`src/rtl/mul_issue_ctrl_pkg.sv`:
```
// mul_issue_ctrl_pkg: shared op/state encodings and widths for the multiplier issue controller
package mul_issue_ctrl_pkg;
    localparam int XLEN = 32;
    localparam int OPW  = 33;
    typedef enum logic [1:0] {OP_MUL = 2'b00, OP_MULH = 2'b01, OP_MULHSU = 2'b10, OP_MULHU = 2'b11} op_e;
    typedef enum logic [2:0] {S_IDLE, S_START, S_ARM, S_WAIT, S_DONE} state_e;
endpackage

```
`src/rtl/mul_issue_ctrl.sv`:
```
// mul_issue_ctrl: sequences one RISC-V multiply through an external 33x33 multiplier, with optional zero bypass
module mul_issue_ctrl
    import mul_issue_ctrl_pkg::*;
#(
    parameter bit ZERO_BYPASS = 1'b1
) (
    input  logic            Clk,
    input  logic            Reset_n,
    input  logic            req_valid,
    output logic            req_ready,
    input  logic [1:0]      req_op,
    input  logic [XLEN-1:0] req_rs1,
    input  logic [XLEN-1:0] req_rs2,
    output logic            resp_valid,
    input  logic            resp_ready,
    output logic [XLEN-1:0] resp_data,
    output logic            busy,
    output logic            mul_Run,
    output logic [OPW-1:0]  mul_A,
    output logic [OPW-1:0]  mul_B,
    input  logic            mul_ready,
    input  logic [OPW-1:0]  mul_Aval,
    input  logic [OPW-1:0]  mul_Bval
);
    state_e          r_state, w_next;
    op_e             r_op, w_op;
    logic [OPW-1:0]  r_a, r_b, w_a, w_b;
    logic [XLEN-1:0] r_data, w_res;
    logic            w_accept, w_byp, w_unused;
    assign w_op     = op_e'(req_op);
    assign w_a      = {(w_op != OP_MULHU) & req_rs1[XLEN-1], req_rs1};
    assign w_b      = {~req_op[1] & req_rs2[XLEN-1], req_rs2};
    assign w_accept = (r_state == S_IDLE) && req_valid;
    assign w_byp    = ZERO_BYPASS && (req_rs1 == '0 || req_rs2 == '0);
    // product is {mul_Aval, mul_Bval}; the high word is product[63:32]
    assign w_res    = (r_op == OP_MUL) ? mul_Bval[XLEN-1:0] : {mul_Aval[XLEN-2:0], mul_Bval[OPW-1]};
    assign w_unused = ^mul_Aval[OPW-1:XLEN-1];
    always_comb begin
        w_next = r_state;
        case (r_state)
            S_IDLE:  w_next = req_valid ? (w_byp ? S_DONE : S_START) : S_IDLE;
            S_START: w_next = S_ARM;
            S_ARM:   w_next = S_WAIT;
            S_WAIT:  w_next = mul_ready ? S_DONE : S_WAIT;
            S_DONE:  w_next = resp_ready ? S_IDLE : S_DONE;
            default: w_next = S_IDLE;
        endcase
    end
    always_ff @(posedge Clk or negedge Reset_n) begin
        if (!Reset_n) begin
            r_state <= S_IDLE;
            r_op    <= OP_MUL;
            r_a     <= '0;
            r_b     <= '0;
            r_data  <= '0;
        end else begin
            r_state <= w_next;
            if (w_accept) begin
                r_op   <= w_op;
                r_a    <= w_a;
                r_b    <= w_b;
                r_data <= '0;
            end
            if (r_state == S_WAIT && mul_ready)
                r_data <= w_res;
        end
    end
    assign req_ready  = (r_state == S_IDLE);
    assign busy       = (r_state != S_IDLE);
    assign mul_Run    = (r_state == S_START);
    assign resp_valid = (r_state == S_DONE);
    assign resp_data  = r_data;
    assign mul_A      = r_a;
    assign mul_B      = r_b;
endmodule
```
`config.mk`:
```
export PLATFORM = sky130hd
export DESIGN_NAME = mul_issue_ctrl
export DESIGN_NICKNAME = d
export VERILOG_FILES = /design/src/rtl/mul_issue_ctrl_pkg.sv /design/src/rtl/mul_issue_ctrl.sv
export SDC_FILE = /design/constraint.sdc
export NUM_CORES = 1
export LEC_CHECK = 0
export BUFFER_PORTS_ARGS = -buffer_cell sky130_fd_sc_hd__clkbuf_2
export CORE_UTILIZATION = 50
export CTS_BUF_LIST = sky130_fd_sc_hd__clkbuf_8
export DETAILED_ROUTE_END_ITERATION = 16
export PLACE_DENSITY = 0.88
export SYNTH_ARGS = -nofsm -noshare
export SYNTH_HDL_FRONTEND = slang
export SYNTH_SLANG_ARGS = --single-unit
```
`constraint.sdc`:
```
create_clock -name Clk -period 3.2 [get_ports Clk]
set_clock_uncertainty 0.05 [all_clocks]
set_input_delay 0.64 -clock Clk [delete_from_list [all_inputs] [get_ports Clk]]
set_output_delay 0.64 -clock Clk [all_outputs]
set_load 0.02 [all_outputs]
```
==> results by group, run 1 <==
Detailed routing
  • First-pass detailed-route iteration total: 4
  • Iter 0 DRT Violations: 72
  • WL final: 11100 um
  • Final ANT Viol Nets: 0
  • Via count: 3552
  • DRC Markers: 0
  • DR WL/cell: 16.6 um
  • Via/cell ratio: 5.28

Worst setup path
  • Slowest stage delay, CP: 0.45 ns
  • Worst Path Max Fanout: 6
  • WP data required: 2.51 ns
  • CP endpoint kind: output port
  • Setup crit start kind: flop
  • Slowest-stage cell, CP: dfrtp_1
  • Setup Crit Path Kind: reg -> out
  • Crit path DAT: 1.48 ns
  • Critical Path, Cell by Cell: or3_4, inv_2, clkbuf_2

Placed design
  • Placement Setup Slack: 1.05 ns
  • Port buffer count: 236
  • Dpl hpwl: 8520 um
  • Routability cong.: 0.776

STA
  • Crit share post-route: 67.7%
  • Final Max Tran Viols: 0
  • Sum of negative setup slack: 0 ns
  • Relative slew slack: 40.8%
  • Final setup vio count: 0
  • Unrepaired setup endpoints after global routing: no
  • Min cycle time layout: 2.17 ns
  • Final Hold Fails: 0
  • Max Freq: 0.461 GHz
  • Worst-Margin Slew: 0.888 ns
  • Final worst slack: 1.03 ns

Synthesis
  • Post-synthesis cell count: 329
  • Ys Warns: 0
  • Yosys top cell area share: 57.8%
  • Sequential share of the synthesized area: 57.8%
  • Synthesis-stage register bit count: 103
  • Post-synth EDFFs: 0
  • Syn Area/Cell: 13.6 sq um
  • Cell area after synthesis: 4460 sq um
  • Area leader, netlist: dfrtp_1
  • Synthesized Nets: 466
  • Main synth FF type: dfrtp_1
  • Post-synthesis async set-or-reset flop share: 100%
  • Synth unique cells: 25
  • Synth area leaders: dfrtp_1 58%, mux2_4 11%, mux2_2 8.3%

Pwr
  • Sw frac: 40.5%
  • Gate power share: 47.9%
  • Worst VDD drop: 0.000457 V
  • Psw: 2.48 mW
  • Pwr/cell area: 1030 nW/um^2
  • Reg power frac: 37.1%
  • Cell Int Power: 3.64 mW
  • Leak: 3.17 nW
  • Clock share of power: 15.1%

Layout
  • Layout area overhead: 33.5%
  • Number of antenna repair diodes: 0
  • Share of layout cells above drive strength 1: 58.1%
  • Final-stage net count: 697
  • Final Util: 68.6%

Floorplan
  • IO Count: 239
  • Die height: 96.5 um
  • Die Wd: 96.5 um
  • # rows: 34
  • Core area: 8680 sq um
  • Initial Util: 51.4%
  • Die ar.: 9310 sq um

CTS
  • Setup Buffers After CTS: 0
  • Num CTS Buffers: 9
  • CTS Sinks: 103
  • Clock Latency Late Sink: 0.35 ns
  • Clock Path Buffers: 2
  • Max H-tree Level: 3
  • CTS resizes: 0
  • Clock root cell: clkbuf_8
  • Worst-path clk slew: 0.10 ns
  • CTS tree: yes
  • Post-CTS Hold Fix Bufs: 0

Global route
  • Initial antenna violation count: 0
  • Remaining global-route overflow: 0
  • Vias in the first global route: 3285
  • First-pass GRT wire length: 15700 um
  • Total track usage: 22.4%
  • Largest net degree at the start of global routing: 71

Status
  • Outcome: completed

Hold path
  • Tightest Hold Check Type: in -> async

Flow run
  • Maximum Capacitance Violations: 0
critical path: cells and delay by family, from the launching register on:
kind,cells,cell delay [ns]
flops,1,0.45
simple gates,1,0.39
buf+inv,2,0.28
state kept, by name (all words and copies together) (netlist names):
register and count:
mul_A 33, mul_B 33, r_op 2, r_state 3
resp_data 32
logic make-up after synthesis:
family,after synthesis,synth area share [%]
AOI/OAI and AO/OA,39,4.63
buffers and inverters,24,3.03
DFF,103,57.8
muxes,98,26.6
and+or+nand+nor,65,7.99
path summary, 6_finish.rpt:
check	start	slack (ns)	end	depth (start not counted)
max reg2reg	r_state[1]	1.05	mul_A[6]	5
min in group Clk	mul_B[32]	0.45	mul_B[32]	2
min	Reset_n	0.35	mul_A[1]	1
max	r_state[1]	1.03	req_ready	3
max in group asynchronous	Reset_n	2.04	mul_B[26]	2
min reg2reg	mul_B[32]	0.45	mul_B[32]	2
routing by layer:
layer  global-route usage [%]  share of wire, %  routed length [um]
met1                     26.3                40                4400
met2                     39.1                50                5590
met5                        0                 0                   0
met3                     4.38               7.3                 814
met4                     10.8               3.0                 332
layout make-up:
class                      count  area, sq um
fill                         652         2720
sequential                   103         2580
multi-input combinational    202         1760
timing repair buffer         241         1250
tap                          108          135
clock buffer                   9          124
clock inverter                 7          100
inverter                       3         11.3
cells in the mapped netlist, types with 2 or more instances:
library cell and instances:
dfrtp_1 103, o21ai_0 35, mux2_2 33, mux2_4 33
mux2i_1 32, nand3_1 32, nor4_1 16, clkbuf_1 10
buf_2 6, buf_6 5, nand2_1 5, nand4_1 4
inv_1 2, nor2_1 2
power by group through the flow:
| stage | clock network [mW] | registers [mW] | logic [mW] |
|---|---|---|---|
| floorplan | 0 | 2.94 | 1.30 |
| global placement | 0 | 2.23 | 2.85 |
| detailed placement | 0 | 2.29 | 2.95 |
| CTS | 0.941 | 2.26 | 2.96 |
| global route | 0.989 | 2.34 | 3.15 |
| finish | 0.921 | 2.27 | 2.93 |
through the flow:
stage	power (mW)	instances	hold slack (ns)	instance area [sq um]
5_1_grt	6.48	673	0.408	5960
4_1_cts	6.16	673	0.365	5960
3_5_place_dp	5.24	657	0.434	5730
3_3_place_gp	5.08	657	0.416	5730
2_1_floorplan	4.24	329	0.294	4460
6_report	6.12	673	0.352	5960
cell usage in the layout (no fill, tap or decap), types with 2 or more instances in the layout:
master,instances
dfrtp_1,103
nand4_1,4
bufinv_16,2
o21ai_0,35
mux2_2,33
clkbuf_8,9
inv_6,4
nor4_1,16
buf_12,2
mux2i_1,32
nand2_1,5
nand3_1,32
buf_4,4
mux2_4,33
clkbuf_2,235
inv_1,2
Power figures use the tool's default switching activity.
==> inputs of run 2 (changes only) <==
--- a/config.mk
+++ b/config.mk
@@ -6,10 +6,10 @@
 export NUM_CORES = 1
 export LEC_CHECK = 0
 export BUFFER_PORTS_ARGS = -buffer_cell sky130_fd_sc_hd__clkbuf_2
-export CORE_UTILIZATION = 50
+export CORE_UTILIZATION = 46
 export CTS_BUF_LIST = sky130_fd_sc_hd__clkbuf_8
 export DETAILED_ROUTE_END_ITERATION = 16
-export PLACE_DENSITY = 0.88
+export PLACE_DENSITY = 0.82
 export SYNTH_ARGS = -nofsm -noshare
 export SYNTH_HDL_FRONTEND = slang
 export SYNTH_SLANG_ARGS = --single-unit
==> constraint.sdc (replaced) <==
create_clock -name Clk -period 2.15 [get_ports Clk]
set_clock_uncertainty 0.05 [all_clocks]
set_input_delay 0.43 -clock Clk [delete_from_list [all_inputs] [get_ports Clk]]
set_output_delay 0.43 -clock Clk [all_outputs]
set_load 0.02 [all_outputs]
==> results by group, run 2 (synthesized netlist as in run 1, its figures left out) <==
CTS
  • Max H-tree Level: 3
  • Num CTS Buffers: 9
  • Clock Path Buffers: 2
  • CTS Sinks: 103
  • CTS tree: yes
  • Worst-path clk slew: 0.10 ns
  • Setup Buffers After CTS: 0
  • Clock Latency Late Sink: 0.34 ns
  • CTS resizes: 0
  • Clock root cell: clkbuf_8

Placed design
  • Port buffer count: 236
  • Routability cong.: 0.775
  • Placed insts: 679
  • Dpl hpwl: 8460 um

Floorplan
  • IO Count: 239
  • Die height: 101 um
  • Initial Util: 47.8%
  • Core area: 9330 sq um
  • Die ar.: 10100 sq um
  • Die Wd: 101 um
  • # rows: 35

Worst setup path
  • Crit path max-delay family: flip-flops
  • Critical Path, Cell by Cell: or3_4, inv_2, clkbuf_2
  • WP data required: 1.67 ns
  • Setup Crit Path Kind: reg -> out
  • Crit path DAT: 1.46 ns
  • Worst Path Max Fanout: 6
  • Slowest stage delay, CP: 0.44 ns
  • Crit path buf inv count: 2
  • Slowest-stage cell, CP: dfrtp_1
  • CP endpoint kind: output port
  • Setup crit start kind: flop
  • R2r setup slk: 0.37 ns

Global route
  • Remaining global-route overflow: 0
  • Initial antenna violation count: 0
  • Largest net degree at the start of global routing: 66
  • Total track usage: 21.5%
  • Vias in the first global route: 3461
  • First-pass GRT wire length: 16800 um

Layout
  • Final-stage net count: 699
  • Share of layout cells above drive strength 1: 57.8%
  • Layout area overhead: 34.7%
  • Seq. cell area: 2580 sq um
  • Fin cells: 695
  • Multi-input gate area: 1760 sq um
  • Most common cell after layout, fill and taps aside: clkbuf_2
  • Commonest non-fill, non-tap cells in the layout: 235 x clkbuf_2, 103 x dfrtp_1, 35 x o21ai_0
  • Number of antenna repair diodes: 0
  • Fillers: 740

STA
  • Hold WS: 0.271 ns
  • Unrepaired setup endpoints after global routing: no
  • Final setup vio count: 0
  • Relative slew slack: 65.0%
  • Crit share post-route: 90.4%
  • Final Max Tran Viols: 0
  • Max Freq: 0.514 GHz
  • Sum of negative setup slack: 0 ns
  • Min cycle time layout: 1.94 ns
  • Final Hold Fails: 0
  • Worst-Margin Slew: 0.525 ns

Status
  • Outcome: completed

Pwr
  • Pwr/cell area: 1500 nW/um^2
  • Worst VDD drop: 0.000618 V
  • Final total power: 9.01 mW
  • Leak: 3.19 nW

Detailed routing
  • DRC Markers: 0
  • Final ANT Viol Nets: 0
  • First-pass detailed-route iteration total: 4
  • DR WL/cell: 15.7 um
  • Via/cell ratio: 5.11
  • Iter 0 DRT Violations: 75
  • WL final: 10900 um
  • Via count: 3548

Hold path
  • Tightest Hold Check Type: in -> reg

Flow run
  • Maximum Capacitance Violations: 0
==> run 2: what timing repair did <==
action,in CTS,in global routing
hold buffers,1,0
endpoints found under the setup margin,0,0
endpoints found under the hold margin,33,0
==> run 2: stage by stage <==
step                worst slack [ns]  util [%]  cell area [sq um]
floorplan                      0.357         -               4460
global placement               0.434      62.1               5790
detailed placement             0.383      62.1               5790
CTS                            0.194      64.5               6010
global route                   0.118      64.5               6010
finish                         0.206      64.5               6010
==> run 2: where the power goes <==
group | internal (mW) | switching, mW | total [mW]
Combinational | 1.92 | 2.45 | 4.37
Sequential | 2.84 | 0.523 | 3.37
Clock | 0.650 | 0.629 | 1.28
==> run 2: worst register-to-register path: cells and delay by family, from the launching register on <==
family	cells	cell delay, ns
AND/OR/NAND/NOR	2	0.46
flip-flops	1	0.44
buffers and inverters	2	0.37
multiplexers	1	0.35
==> run 2: layout make-up <==
type                    count  share of cell area [%]
clock buffers               9                    2.06
clock inverters             6                    1.44
inverters                   3                   0.187
multi-input cells         202                    29.3
flip-flops and latches    103                    42.9
well taps                 129                    2.68
repair buffers            243                    21.4
==> run 2: worst paths after layout <==
kind                             from        end  depth (start not counted)
max in group asynchronous     Reset_n  mul_B[22]                          3
min                        req_rs1[5]   mul_A[5]                          2
max reg2reg                r_state[1]    r_op[1]                          5
min in group asynchronous     Reset_n   mul_A[1]                          2
min reg2reg                 mul_B[32]  mul_B[32]                          2
max                        r_state[1]  req_ready                          3
==> run 2: layer usage <==
metal | vias up | share of wire, % | wire (um) | global-route usage [%]
li1 | 1677 | - | - | -
met1 | 1713 | 40 | 4410 | 25.8
met2 | 144 | 52 | 5660 | 38.0
met3 | 14 | 6.7 | 728 | 6.03
met4 | 0 | 1.3 | 144 | 5.24
met5 | - | 0 | 0 | 0
